<file path="src/rtl/irq_pending_dispatch.sv">
// Interrupt pending/dispatch controller: latches rising edges of the CPU
// interrupt lines, picks the lowest-index enabled pending source and offers
// its ID to the core over a Req/Ack handshake, then waits for end-of-service.
//
// Ports:
//   Clock        - single system clock, rising edge
//   Reset_n      - asynchronous active-low reset
//   Irq_In       - raw interrupt lines (synchronous to Clock)
//   Enable_Mask  - per-source dispatch enable (1 = enabled)
//   Irq_Ack      - core accepts the offered interrupt (1-cycle pulse)
//   Irq_Done     - core finished the handler / eret (1-cycle pulse)
//   Irq_Req      - interrupt offered to the core
//   Irq_Id       - index of the offered source, valid while Irq_Req=1
//   Pending      - pending register, for debug/CSR read
//   Busy         - handler in progress
//
// Latency: a rise sampled at edge k shows in Pending after edge k and, when
// enabled and idle, raises Irq_Req after edge k+1.

module irq_pending_dispatch #(
  parameter int unsigned NrOfBits = 8,
  parameter int unsigned IdBits   = 3
) (
  input  logic                Clock,
  input  logic                Reset_n,
  input  logic [NrOfBits-1:0] Irq_In,
  input  logic [NrOfBits-1:0] Enable_Mask,
  input  logic                Irq_Ack,
  input  logic                Irq_Done,
  output logic                Irq_Req,
  output logic [IdBits-1:0]   Irq_Id,
  output logic [NrOfBits-1:0] Pending,
  output logic                Busy
);

  typedef enum logic [1:0] {
    IDLE    = 2'd0,
    REQ     = 2'd1,
    SERVICE = 2'd2
  } state_e;

  state_e              state_q, state_d;
  logic [NrOfBits-1:0] in_d_q;
  logic [NrOfBits-1:0] pending_q, pending_d;
  logic [IdBits-1:0]   id_q, id_d;

  logic [NrOfBits-1:0] rise;
  logic [NrOfBits-1:0] clr;
  logic [NrOfBits-1:0] candidates;
  logic                any_cand;
  logic [IdBits-1:0]   winner;
  logic                ack_fire;

  // ---------------------------------------------------------------------------
  // Edge detection and pending register
  // ---------------------------------------------------------------------------
  assign rise     = Irq_In & ~in_d_q;
  assign ack_fire = (state_q == REQ) && Irq_Ack;

  // Only the source currently offered can be cleared, and only on its Ack.
  always_comb begin
    clr = '0;
    for (int i = 0; i < int'(NrOfBits); i++) begin
      clr[i] = ack_fire && (id_q == IdBits'(i));
    end
  end

  // A rise in the same cycle as the clear wins, so the new event is kept.
  assign pending_d = (pending_q & ~clr) | rise;

  // ---------------------------------------------------------------------------
  // Priority select: lowest index among enabled pending sources.
  // Masked sources still sit in Pending; the mask only gates dispatch.
  // ---------------------------------------------------------------------------
  assign candidates = pending_q & Enable_Mask;
  assign any_cand   = |candidates;

  always_comb begin
    winner = '0;
    // Scan high to low so the lowest set index is written last.
    for (int i = int'(NrOfBits) - 1; i >= 0; i--) begin
      if (candidates[i]) begin
        winner = IdBits'(i);
      end
    end
  end

  // ---------------------------------------------------------------------------
  // Dispatch FSM
  // ---------------------------------------------------------------------------
  always_comb begin
    state_d = state_q;
    id_d    = id_q;
    unique case (state_q)
      IDLE: begin
        if (any_cand) begin
          id_d    = winner;
          state_d = REQ;
        end
      end
      REQ: begin
        // Irq_Id is frozen here regardless of Pending/Enable_Mask changes.
        if (Irq_Ack) begin
          state_d = SERVICE;
        end
      end
      SERVICE: begin
        if (Irq_Done) begin
          state_d = IDLE;
        end
      end
      default: begin
        state_d = IDLE;
      end
    endcase
  end

  always_ff @(posedge Clock or negedge Reset_n) begin
    if (!Reset_n) begin
      state_q   <= IDLE;
      in_d_q    <= '0;
      pending_q <= '0;
      id_q      <= '0;
    end else begin
      state_q   <= state_d;
      in_d_q    <= Irq_In;
      pending_q <= pending_d;
      id_q      <= id_d;
    end
  end

  // Outputs decode directly from flops, so they are glitch-free registers.
  assign Irq_Req = (state_q == REQ);
  assign Busy    = (state_q == SERVICE);
  assign Irq_Id  = id_q;
  assign Pending = pending_q;

endmodule
</file>
<file path="config.mk">
export PLATFORM = sky130hd
export DESIGN_NAME = irq_pending_dispatch
export DESIGN_NICKNAME = d
export VERILOG_FILES = /design/src/rtl/irq_pending_dispatch.sv
export SDC_FILE = /design/constraint.sdc
export NUM_CORES = 1
export LEC_CHECK = 0
export BUFFER_PORTS_ARGS = -buffer_cell sky130_fd_sc_hd__buf_2
export CAP_MARGIN = 20
export CORE_MARGIN = 3
export CORE_UTILIZATION = 46
export CTS_CLUSTER_SIZE = 25
export DETAILED_ROUTE_END_ITERATION = 7
export PLACE_DENSITY = 0.76
export SYNTH_ARGS = -nofsm -noshare
export SYNTH_HDL_FRONTEND = slang
export SYNTH_SLANG_ARGS = --single-unit
</file>
<file path="constraint.sdc">
create_clock -name Clock -period 1.6 [get_ports Clock]
set_input_delay 0 -clock Clock [delete_from_list [all_inputs] [get_ports Clock]]
set_output_delay 0 -clock Clock [all_outputs]
set_load 0.02 [all_outputs]
</file>
==> metrics list <==
* Sum of routed wire segments on met1: 798 um
* Slowest CP cell: sky130_fd_sc_hd__dlygate4sd3_1
- For the worst flop-to-flop path, the logic depth is 3.
* Largest net degree at the start of global routing: 22
- From synthesis to final layout, the design area changed by 39.5%.
* Total power consumption of the routed design: 1.81 mW
- Number of antenna violations at the first check in global routing: 0
- The share of total power dissipated in the clock network is 0.144.
* Count of buffers added by post-CTS timing repair for setup: 0
- Number of detailed-route iterations in the first pass: 4
- Classification of the worst-slack hold path: in2reg
* Clk_lat worst skew: 0.31 ns
* Result of the run: complete, no violations
- Final TNS setup: 0 ns
- Data arrives at the worst endpoint at 1.64 ns.
- Beginning of the critical path: state_q[0]
- Critical Path End Type: flip-flop
- Detail-routed net length per standard cell: 12.8 um
- TritonCTS built the clock tree.
- Reg-to-Reg End: state_q[1]
- The share of the Yosys chip area taken by registers is 0.614.
- Routability-driven placement finished with a final weighted congestion of 0.871.
* Flop and latch count out of synthesis: 21
- The number of hold-slack violations in the final timing report is 0.
- Avg Cell Area, Syn: 10.6 sq um
- Category of the most critical setup path: reg2reg
- Number of hold-repair buffers added at the cts stage: 12
- Clock tree synthesis found a total of 21 sinks.
- The floorplan has 14 rows.
- The final route contains 805 vias.
- HPWL Detailed: 1450 um
- After clock tree synthesis, the repair step resized 0 gates.
* Switching Fraction: 0.417
- Ports placed on the boundary: 33
- Clock-pin slew on the worst setup and hold paths: 0.12 ns
- Routed WL: 1960 um
- The final number of max-transition violations is 0.
* Number of cells traversed by the worst hold path: 4
- Based on the critical path, the design can be clocked at up to 721 MHz.
- The first global-routing pass estimated 3310 um of wire.
- Setup violations remaining at the end of the flow were counted as 0.
* Drt first-iter violations: 17
- In this run the worst path has a maximum fanout of 6.
- Cells traversed along the worst timing path: nand2b_1 > o21ai_0 > dlygate4sd3_1
- Input and output buffers added on the ports amount to 32.
- Clock skew: 0.00642 ns
* Ratio of routed vias to standard cells: 5.26
- Summed over all layers, the global routing overflow is 0.
- In this run the critical register-to-register path is launched from state_q[0].
- Sum of met2 wire segment lengths after detailed routing: 983 um
* Met3 routed WL: 116 um
- The clock period could shrink to 1.39 ns.
* Die boundary width: 49.1 um
- STA classifies the critical path startpoint as a flip-flop.
- DRC: 0
* Required arrival time at the worst endpoint: 1.86 ns
- Dominant synthesized flop cell: sky130_fd_sc_hd__dfrtp_1
* Total GRT Usage: 0.180
- Synthesis produced a netlist whose cell count is 81.
- Area of the core: 1630 sq um
* CP peak stage delay: 0.56 ns
* Vias in the first global route: 801
- Synthesis produced a netlist with a net count of 101.
- For this configuration, the core starts out at a cell density of 0.525.
- Area of the mapped netlist: 856 sq um
* Number of enable flip-flop cells after synthesis: 0
- Die Span Y: 49.1 um
* Remaining number of nets flagged by the antenna check after routing: 0
* H-tree levels: 1
- The startpoint identified for the worst hold timing path is Enable_Mask[0].
- Internal: 1.05 mW
- R2R Setup Slk: 0.21 ns
- Across the VDD grid, the largest voltage drop is 1030 uV.
- Maximum count of clock buffers along a single path: 2
* Root Buffer: sky130_fd_sc_hd__clkbuf_4
- Buffers inserted during clock tree synthesis total 3.
* Count of buffer and inverter cells on the critical path: 1
* Share of the cycle needed by the critical path after routing: 0.866
* Setup repair after global routing missed its margin: false
- The die covers 2410 sq um.
- After synthesis, the share of flip-flops with an asynchronous set or reset is 1.00.
* Highest metal used: met4
- Dividing total power by cell area gives a power density of 1510 nW/um^2.
* Synth unique cells: 20
* Kind of cell adding the most delay to the critical path: buffers and inverters
- The path with the worst hold slack has its endpoint at Irq_Id[2].
- The analysis attributes to net switching a power of 0.754 mW.
* Worst slew pin tran: 0.461 ns
- Normalized max-slew margin: 0.693
- Pleak: 0.560 nW
* Count of synthesis-stage warnings from yosys: 0
- The number of antenna diodes in the final layout is 0.
* Max Cap Viol: 0
* Portion of total power attributed to sequential cells: 0.465
* Layout cells sized above 1: 0.295
- The share of total power dissipated in combinational logic is 0.391.
- At the end of the flow, the number of nets in the layout was 150.
- The layout has 126 filler cells.
==> how the worst max path moves through the flow <==
stage                            end  slack (ns)  cells after the start
after detailed placement   Irq_Id[0]        0.29                      4
after global routing      state_q[1]        0.13                      3
final                     state_q[1]        0.21                      3
after CTS                 state_q[1]        0.22                      3
after global placement     Irq_Id[0]        0.33                      4
after floorplan           Pending[4]        0.36                      4
==> worst reg2reg max path, stage by stage (launching register included) <==
cell and delay [ns]:
sky130_fd_sc_hd__dfrtp_1 0.45, sky130_fd_sc_hd__nand2b_1 0.19, sky130_fd_sc_hd__o21ai_0 0.14, sky130_fd_sc_hd__dlygate4sd3_1 0.56
==> metrics by stage <==
stage	util	instance area (sq um)	hold slack, ns	std cells	worst slack, ns
finish	0.733	1190	0.0602	153	0.214
detailed placement	0.642	1050	-0.0274	137	0.294
global route	0.733	1190	0.0809	153	0.131
global placement	0.642	1050	-0.0304	137	0.330
CTS	0.733	1190	0.0600	153	0.216
floorplan	-	856	-0.296	81	0.362
==> state kept, by name, indices dropped and copies added (netlist names) <==
signal,cells
state_q,2
Irq_Id,3
Pending,8
in_d_q,8
==> placed cells by master (no fill, tap or decap), drive strengths merged, types with 2 or more instances in the layout <==
master	netlist	final
buf	0	32
dfrtp	21	21
o21ai	16	16
dlygate4sd3	0	12
inv	10	10
nand2	7	7
a22oi	5	5
a21oi	5	5
nand2b	3	3
clkbuf	0	3
nor2	2	2
a32o	2	2
o31ai	2	2
==> synthesized netlist by cell type (all sizes together), types with 2 or more instances <==
library cell | instances | area share
a21oi | 5 | 0.029
a22oi | 5 | 0.044
a32o | 2 | 0.023
dfrtp | 21 | 0.61
inv | 10 | 0.044
nand2 | 7 | 0.031
nand2b | 3 | 0.022
nor2 | 2 | 0.0088
o21ai | 16 | 0.094
o31ai | 2 | 0.023
==> per-layer routing <==
metal  vias up  GRT usage
li1        380          -
met1       382      0.211
met2        34      0.301
met3         9     0.0398
met4         0      0.104
met5         -          0
==> power groups by stage <==
stage	registers [mW]	logic [mW]	clock network, mW
after floorplan	0.936	0.316	0
after global placement	0.836	0.662	0
after detailed placement	0.846	0.672	0
after CTS	0.835	0.711	0.262
after global routing	0.863	0.778	0.287
final	0.840	0.706	0.259
==> layout make-up <==
class                      instances  area, sq um  area share
multi-input combinational         50          293       0.245
timing repair buffer              44          280       0.235
clock inverter                     1         5.00     0.00419
sequential                        21          526       0.440
clock buffer                       3         22.5      0.0189
tap                               24         30.0      0.0252
inverter                          10         37.5      0.0314
==> kinds of logic after synthesis <==
kind of cell / synth area share
flip-flops: 0.614
AND/OR/NAND/NOR: 0.102
buffers and inverters: 0.0439
AO/OA/AOI/OAI: 0.240
(Power assumes the default switching activity.)
